<file path="src/rtl/uart_tx_fifo.sv">
// Transmit FIFO feeding a UART transmitter: circular buffer plus a small
// IDLE/START/WAIT sequencer that pops one character per frame.
module uart_tx_fifo #(
    parameter int DEPTH  = 16,
    parameter int DATA_W = 8
) (
    input  logic                     clk,
    input  logic                     rst,
    input  logic                     wr_en_i,
    input  logic [DATA_W-1:0]        wr_data_i,
    input  logic                     flush_i,
    input  logic                     tx_done_i,
    output logic                     start_tx_o,
    output logic [31:0]              tx_data_o,
    output logic                     full_o,
    output logic                     empty_o,
    output logic [$clog2(DEPTH):0]   count_o,
    output logic                     overflow_o,
    output logic                     busy_o
);

    localparam int PW = $clog2(DEPTH);
    localparam int CW = PW + 1;

    typedef enum logic [1:0] {
        IDLE  = 2'd0,
        START = 2'd1,
        WAIT  = 2'd2
    } state_t;

    state_t              state_reg, state_next;
    logic [PW-1:0]       wr_ptr_reg, rd_ptr_reg;
    logic [CW-1:0]       count_reg, count_next;
    logic [DATA_W-1:0]   tx_data_reg;
    logic                start_reg;
    logic                overflow_reg;
    logic                push, pop, drop;

    logic [DATA_W-1:0]   mem [DEPTH];

    assign full_o     = (count_reg == CW'(DEPTH));
    assign empty_o    = (count_reg == '0);
    assign count_o    = count_reg;
    assign start_tx_o = start_reg;
    assign overflow_o = overflow_reg;
    assign busy_o     = (state_reg != IDLE);
    assign tx_data_o  = 32'(tx_data_reg);

    // Flush wins over everything; a pop frees the slot a full-FIFO write needs.
    assign pop  = (state_reg == IDLE) && !empty_o && !flush_i;
    assign push = wr_en_i && !flush_i && (!full_o || pop);
    assign drop = wr_en_i && !flush_i && full_o && !pop;

    always_comb begin
        count_next = count_reg;
        if (flush_i) begin
            count_next = '0;
        end else if (push && !pop) begin
            count_next = count_reg + CW'(1);
        end else if (pop && !push) begin
            count_next = count_reg - CW'(1);
        end
    end

    always_comb begin
        state_next = state_reg;
        case (state_reg)
            IDLE:    if (pop) state_next = START;
            START:   state_next = WAIT;
            WAIT:    if (tx_done_i) state_next = IDLE;
            default: state_next = IDLE;
        endcase
    end

    always_ff @(posedge clk or posedge rst) begin
        if (rst) begin
            state_reg    <= IDLE;
            wr_ptr_reg   <= '0;
            rd_ptr_reg   <= '0;
            count_reg    <= '0;
            tx_data_reg  <= '0;
            start_reg    <= 1'b0;
            overflow_reg <= 1'b0;
        end else begin
            state_reg    <= state_next;
            count_reg    <= count_next;
            start_reg    <= (state_next == START);
            overflow_reg <= drop;
            if (flush_i) begin
                wr_ptr_reg <= '0;
                rd_ptr_reg <= '0;
            end else begin
                if (push) wr_ptr_reg <= wr_ptr_reg + PW'(1);
                if (pop)  rd_ptr_reg <= rd_ptr_reg + PW'(1);
            end
            if (pop) tx_data_reg <= mem[rd_ptr_reg];
        end
    end

    // Storage is kept out of the reset domain so it maps onto block RAM.
    always_ff @(posedge clk) begin
        if (push) mem[wr_ptr_reg] <= wr_data_i;
    end

endmodule

</file>
<file path="config.mk">
export PLATFORM = sky130hd
export DESIGN_NAME = uart_tx_fifo
export DESIGN_NICKNAME = d
export VERILOG_FILES = /design/src/rtl/uart_tx_fifo.sv
export SDC_FILE = /design/constraint.sdc
export NUM_CORES = 1
export LEC_CHECK = 0
export ABC_AREA = 1
export CORE_MARGIN = 10
export CORE_UTILIZATION = 59
export DETAILED_ROUTE_END_ITERATION = 8
export GPL_TIMING_DRIVEN = 0
export PLACE_DENSITY = 0.83
export SLEW_MARGIN = 20
export SYNTH_ARGS = -nofsm -noshare
export SYNTH_HDL_FRONTEND = slang
export SYNTH_SLANG_ARGS = --single-unit
export TNS_END_PERCENT = 20
</file>
<file path="constraint.sdc">
create_clock -name clk -period 4.3 [get_ports clk]
set_input_delay 1.075 -clock clk [delete_from_list [all_inputs] [get_ports clk]]
set_output_delay 1.075 -clock clk [all_outputs]
set_load 0.03 [all_outputs]
</file>
==> metrics.csv, run 1 <==
stage,metric,value,unit
critical_path,CP Capture Type,register,
timing,Final min period,3.11,ns
yosys,warning count from the yosys run,0,
timing,Final Skew,0.0137,ns
drt,vias per cell,5.67,
floorplanning,Placeable Area,11000,sq um
layout,area grow syn2layout,17.2,%
floorplanning,die area,16000,sq um
yosys,cell taking the most area after synthesis,edfxtp_1,
critical_path,FF-to-FF setup slack,1.92,ns
layout,Fillers,734,
drt,Routed Wire Length,16200,um
global_route,Total Routing Usage GR,20.4,%
clock_network,H-tree levels,4,
timing,setup_tns,0,ns
power,Worst VDD drop,0.389,mV
critical_path,Max Fanout on Critical Path,9,
timing,fin. max-slew vios,0,
yosys,post-synth cell types,29,
power,NetSw,1.60,mW
drt,met2 wire length,7940,um
yosys,Yosys top cell area share,57.6,%
layout,"most common cell after layout, fill and taps aside",edfxtp_1,
critical_path,WP data arrival,3.16,ns
critical_path,CP max stage cell,nor2_1,
drt,Routed WL per cell,19.4,um
clock_network,Bufs on Longest Clock Path,2,
timing,# setup viols final,0,
min_path,Hold Startpoint,tx_data_reg[0]$_DFFE_PP0P_,
global_route,initial antenna violation count,0,
critical_path,Setup CP Type,input pin to register,
clock_network,Root Buffer,clkbuf_16,
global_route,largest net degree at the start of global routing,26,
drt,met1 wire length,5700,um
placed_design,GPL Wtd Cong,0.962,
layout,share of cells above drive strength 1,12.3,%
critical_path,crit-path max cell delay,0.65,ns
layout,most frequent cells in the layout,"edfxtp_1, nor2_1, nand2_1, nand3_1, o21ai_0",
critical_path,CP dominant cell by count,nand2_1,
critical_path,R2R Path End,mem[14][2]$_DFFE_PP_,
drt,"antenna viol nets, final",0,
power,Switching Share,34.2,%
floorplanning,Starting Density,60.8,%
job,max-cap viol count,0,
clock_network,clock slew at reported path FFs,0.06,ns
clock_network,number of CTS-inserted buffers,17,
floorplanning,Chip Width,126,um
layout,Final Util,71.3,%
yosys,Synth Cell Area,6680,sq um
clock_network,hold buffer count at CTS,0,
timing,Max Fclk,0.322,GHz
drt,via count,4749,
drt,Pre-Repair DR Iteration Count,5,
power,total chip power,4.67,mW
yosys,sequential area share after synthesis,66.9,%
power,sequential cell fraction of total power,37.9,%
timing,RSZ-0062 raised after global routing,false,
critical_path,cell family with most CP delay,simple AND/OR/NAND/NOR gates,
drt,DRC,0,
floorplanning,row count,38,
min_path,Min-Delay Endpoint,tx_data_reg[0]$_DFFE_PP0P_,
placed_design,Post-DP HPWL,10700,um
critical_path,crit path launch type,input pin,
drt,highest metal used,met4,
timing,Final Hold Viols,0,
global_route,first-pass GRT wire length,25400,um
yosys,Seq cells post-synth,153,
layout,# diodes,0,
power,Gate power share,30.6,%
layout,Largest register FFs,128,
drt,First DRT Iteration DRCs,571,
clock_network,cts repair resizes,0,
clock_network,CTS sink count,153,
floorplanning,I/O Pins,55,
min_path,HP Class,register to register,
power,leak pwr,3.11,nW
timing,Slew HR,39.9,%
critical_path,R2R cell count,8,
timing,worst-margin pin slew,0.900,ns
yosys,Mean Syn Cell Area,10.9,sq um
critical_path,Buf/Inv on CP,4,
power,Internal,3.07,mW
layout,Final nets,707,
timing,period utilization,72.3,%
critical_path,CP cell instances,clkdlybuf4s50_1 > inv_2 > nand2_1 > inv_1 > nand2_1 > inv_2 > nand2_1 > nor2_1,
min_path,Hold Path Depth,2,
floorplanning,die height,126,um
power,power share of the clock group,31.5,%
placed_design,port buffer count,30,
yosys,cells after synthesis,612,
global_route,gr ovfl total,0,
critical_path,worst flop-to-flop path startpoint,count_o[0]$_DFFE_PP0P_,
outcome,status,"finished, final reports clean",
global_route,vias in the first global route,4790,
critical_path,worst endpoint required time,4.35,ns
yosys,"top cells by area, synth","edfxtp_1, dfrtp_1, nor2_1",
clock_network,CTS tree,done,
clock_network,post-CTS setup buffer count,0,
drt,routed wl met3,2070,um
clock_network,worst skew pair latency,0.43,ns
power,P per Cell Area,596,nW/um^2
tightest hold or removal path, cell delays in order, from the launching register on:
cell	delay, ns
dfrtp_1	0.34
nand2_1	0.06
nand2_1	0.05
final cells by class:
type                    count  area, sq um  area share (%)
multi-input cells         400         1830            23.4
clock inverters            13          146            1.87
inverters                  32          123            1.57
well taps                 140          175            2.24
repair buffers             30          300            3.84
clock buffers              19          443            5.66
flip-flops and latches    153         4470            57.1
plain buffers              50          340            4.35
power by group through the flow:
stage	clock network (mW)	registers (mW)	logic, mW
3_5_place_dp	0	1.80	1.40
2_1_floorplan	0	1.90	0.830
3_3_place_gp	0	1.79	1.35
6_report	1.47	1.77	1.43
4_1_cts	1.48	1.77	1.42
5_1_grt	1.54	1.78	1.57
metrics by stage:
stage,hold WS (ns),worst slack [ns],instance area (sq um),std cells
4_1_cts,0.487,1.18,7830,837
3_3_place_gp,0.463,0.847,7240,805
6_report,0.484,1.19,7830,837
2_1_floorplan,0.492,1.74,6760,635
3_5_place_dp,0.471,0.795,7240,805
5_1_grt,0.501,1.05,7830,837
cells by family after synthesis:
group,after synthesis,share of synthesized area [%]
buffers and inverters,82,6.93
AO/OA/AOI/OAI,72,5.77
flip-flops,153,66.9
adder cells (fa/ha/maj),10,1.99
XOR/XNOR,4,0.525
AND/OR/NAND/NOR,290,17.8
other,1,0.0562
Yosys cell counts, drive strengths merged:
cell and instances:
xnor2 2, edfxtp 128, clkinv 1, fa 1
nor2 117, nor3 1, xor2 2, clkbuf 7
o211ai 8, o21ai 58, ha 9, o21a 2
dfrtp 25, a21oi 4, nand4 2, inv 31
nand3 61, buf 43, nand2 109, conb 1
worst max-delay path by stage:
stage,startpoint,to,slack (ns),cells after the start
after floorplan,flush_i,count_o[4]$_DFFE_PP0P_,1.74,13
after global placement,flush_i,mem[10][3]$_DFFE_PP_,0.85,8
after detailed placement,flush_i,mem[9][3]$_DFFE_PP_,0.80,8
after CTS,count_o[0]$_DFFE_PP0P_,full_o,1.18,4
after global routing,flush_i,mem[15][5]$_DFFE_PP_,1.05,8
final,flush_i,mem[14][2]$_DFFE_PP_,1.19,8
per-layer routing:
layer | up-vias | GRT usage, %
met4 | 0 | 9.78
li1 | 2182 | -
met5 | - | 1.55
met1 | 2223 | 23.2
met2 | 297 | 33.8
met3 | 47 | 6.96
Note: power is estimated with default switching activity, not from simulation.
==> run 2, diff against run 1 <==
--- a/config.mk
+++ b/config.mk
@@ -7,10 +7,10 @@
 export LEC_CHECK = 0
 export ABC_AREA = 1
 export CORE_MARGIN = 10
-export CORE_UTILIZATION = 59
+export CORE_UTILIZATION = 58
 export DETAILED_ROUTE_END_ITERATION = 8
 export GPL_TIMING_DRIVEN = 0
-export PLACE_DENSITY = 0.83
+export PLACE_DENSITY = 0.82
 export SLEW_MARGIN = 20
 export SYNTH_ARGS = -nofsm -noshare
 export SYNTH_HDL_FRONTEND = slang
==> constraint.sdc (replaced) <==
create_clock -name clk -period 3 [get_ports clk]
set_input_delay 0.75 -clock clk [delete_from_list [all_inputs] [get_ports clk]]
set_output_delay 0.75 -clock clk [all_outputs]
set_load 0.03 [all_outputs]
==> run 2 against run 1 <==
Effect of this change:
- wire length is 2.5% lower
- final cell count grew 0.36%
- clock skew is 0.0043 ns lower
- critical path depth fell by 4
- first-iteration DRC count decreased by 5.3%
- largest cell class unchanged
- highest routed layer unchanged
==> metrics.csv, run 2 (synthesized netlist as in run 1, its figures left out) <==
stage,metric,value,unit,change
floorplanning,die height,127,um,+0.72%
timing,RSZ-0062 raised after global routing,false,,
drt,Routed WL per cell,18.8,um,-2.9%
clock_network,worst skew pair latency,0.43,ns,about the same
timing,period utilization,92.4,%,
clock_network,clock slew at reported path FFs,0.06,ns,about the same
placed_design,Post-DP HPWL,10600,um,-0.58%
floorplanning,I/O Pins,55,,unchanged
placed_design,GPL Wtd Cong,0.908,,-5.6%
power,P per Cell Area,845,nW/um^2,+42%
clock_network,number of CTS-inserted buffers,17,,unchanged
min_path,HP Class,register to register,,
drt,vias per cell,5.60,,-1.4%
critical_path,Setup CP Type,register to output pin,,
clock_network,cts repair resizes,0,,unchanged
timing,Slew HR,38.3,%,-1.7 points
layout,Largest register FFs,128,,unchanged
clock_network,CTS tree,done,,
timing,Final min period,2.77,ns,
timing,setup_tns,0,ns,unchanged
critical_path,crit path launch type,register,,
layout,most frequent cells in the layout,"edfxtp_1, nor2_1, nand2_1, nand3_1, o21ai_0",,
layout,"most common cell after layout, fill and taps aside",edfxtp_1,,
global_route,largest net degree at the start of global routing,26,,unchanged
drt,routed wl met3,1660,um,-20%
timing,worst-margin pin slew,0.925,ns,+0.0254 ns
clock_network,CTS sink count,153,,unchanged
clock_network,hold buffer count at CTS,0,,unchanged
floorplanning,die area,16200,sq um,+1.5%
global_route,Total Routing Usage GR,19.9,%,-0.56 points
critical_path,R2R cell count,8,,unchanged
drt,via count,4701,,-1.0%
timing,Final Hold Viols,0,,unchanged
drt,met2 wire length,7630,um,-3.9%
placed_design,port buffer count,30,,unchanged
power,leak pwr,3.10,nW,-0.39%
critical_path,WP data arrival,2.02,ns,-1.14 ns
critical_path,Max Fanout on Critical Path,5,,-4
drt,"antenna viol nets, final",0,,unchanged
drt,Pre-Repair DR Iteration Count,5,,unchanged
timing,# setup viols final,0,,unchanged
clock_network,Root Buffer,clkbuf_16,,
global_route,initial antenna violation count,0,,unchanged
placed_design,placed cells,808,,+0.37%
drt,met1 wire length,6090,um,+6.7%
min_path,Hold Path Depth,2,,unchanged
critical_path,worst endpoint required time,2.25,ns,-2.10 ns
critical_path,CP Capture Type,output pin,,
layout,share of cells above drive strength 1,12.2,%,-0.14 points
timing,Final Skew,0.00937,ns,-0.00429 ns
floorplanning,Starting Density,58.7,%,-2.1 points
drt,Routed Wire Length,15800,um,-2.5%
timing,Max Fclk,0.361,GHz,
drt,highest metal used,met4,,
floorplanning,row count,39,,+2.6%
layout,Final nets,707,,unchanged
drt,DRC,0,,unchanged
timing,fin. max-slew vios,0,,unchanged
global_route,vias in the first global route,4707,,-1.7%
layout,# diodes,0,,unchanged
clock_network,H-tree levels,4,,unchanged
job,max-cap viol count,0,,unchanged
clock_network,Bufs on Longest Clock Path,2,,unchanged
global_route,gr ovfl total,0,,unchanged
power,Worst VDD drop,0.619,mV,+59%
clock_network,post-CTS setup buffer count,0,,unchanged
floorplanning,Chip Width,127,um,+0.72%
global_route,first-pass GRT wire length,24800,um,-2.2%
layout,area grow syn2layout,17.1,%,about the same
layout,Finished Layout Cells,840,,+0.36%
power,total chip power,6.61,mW,+42%
floorplanning,Placeable Area,11400,sq um,+3.5%
outcome,status,"finished, final reports clean",,
drt,First DRT Iteration DRCs,541,,-5.3%
==> run 2: changes by cell type in the layout (fill, tap and decap cells not counted), sizes merged <==
cell	delta
clkbuf	-1
clkinv	-1
clkinvlp	+2
==> run 2: path summary, 6_finish.rpt <==
path / from / to / slack (ns)
min in group asynchronous: rst / tx_data_reg[4]$_DFFE_PP0P_ / 0.85
worst max-delay path: count_o[1]$_DFFE_PP0P_ / full_o / 0.23
max in group asynchronous: rst / count_o[0]$_DFFE_PP0P_ / 1.58
worst min-delay path: tx_data_reg[3]$_DFFE_PP0P_ / tx_data_reg[3]$_DFFE_PP0P_ / 0.48
worst min register to register: tx_data_reg[3]$_DFFE_PP0P_ / tx_data_reg[3]$_DFFE_PP0P_ / 0.48
worst max register to register: count_o[1]$_DFFE_PP0P_ / mem[12][3]$_DFFE_PP_ / 0.55
==> run 2: cell type report <==
type	count	area [sq um]
Inverter	32	123
Multi-Input combinational cell	400	1830
Tap cell	143	179
Fill cell	831	3550
Clock buffer	18	429
Buffer	50	340
Clock inverter	14	150
Sequential cell	153	4470
Timing Repair Buffer	30	300
==> run 2: power breakdown <==
| part | internal [mW] | total, mW | switching (mW) |
|---|---|---|---|
| clock | 1.23 | 2.08 | 0.848 |
| combinational | 0.708 | 1.99 | 1.29 |
| sequential | 2.44 | 2.54 | 0.0969 |
==> run 2: worst max-delay path, cell delays in order, from the launching register on <==
cell and delay (ns):
dfrtp_1 0.45, nor2_1 0.18, nand3_1 0.16, inv_1 0.13
clkdlybuf4s50_1 0.68
==> run 2: routing by layer <==
layer / up-vias / track usage (%)
met4: 0 / 8.64
li1: 2175 / -
met2: 280 / 32.5
met5: - / 0
met3: 34 / 5.67
met1: 2212 / 24.1
==> run 2: stage by stage <==
step	instance area [sq um]	setup slack, ns	hold WS [ns]	utilization, %
3_3_place_gp	7240	-0.0708	0.464	63.7
3_5_place_dp	7240	-0.130	0.465	63.7
5_1_grt	7820	0.0940	0.517	68.8
4_1_cts	7820	0.214	0.481	68.8
6_report	7820	0.227	0.476	68.8
2_1_floorplan	6760	0.768	0.492	-
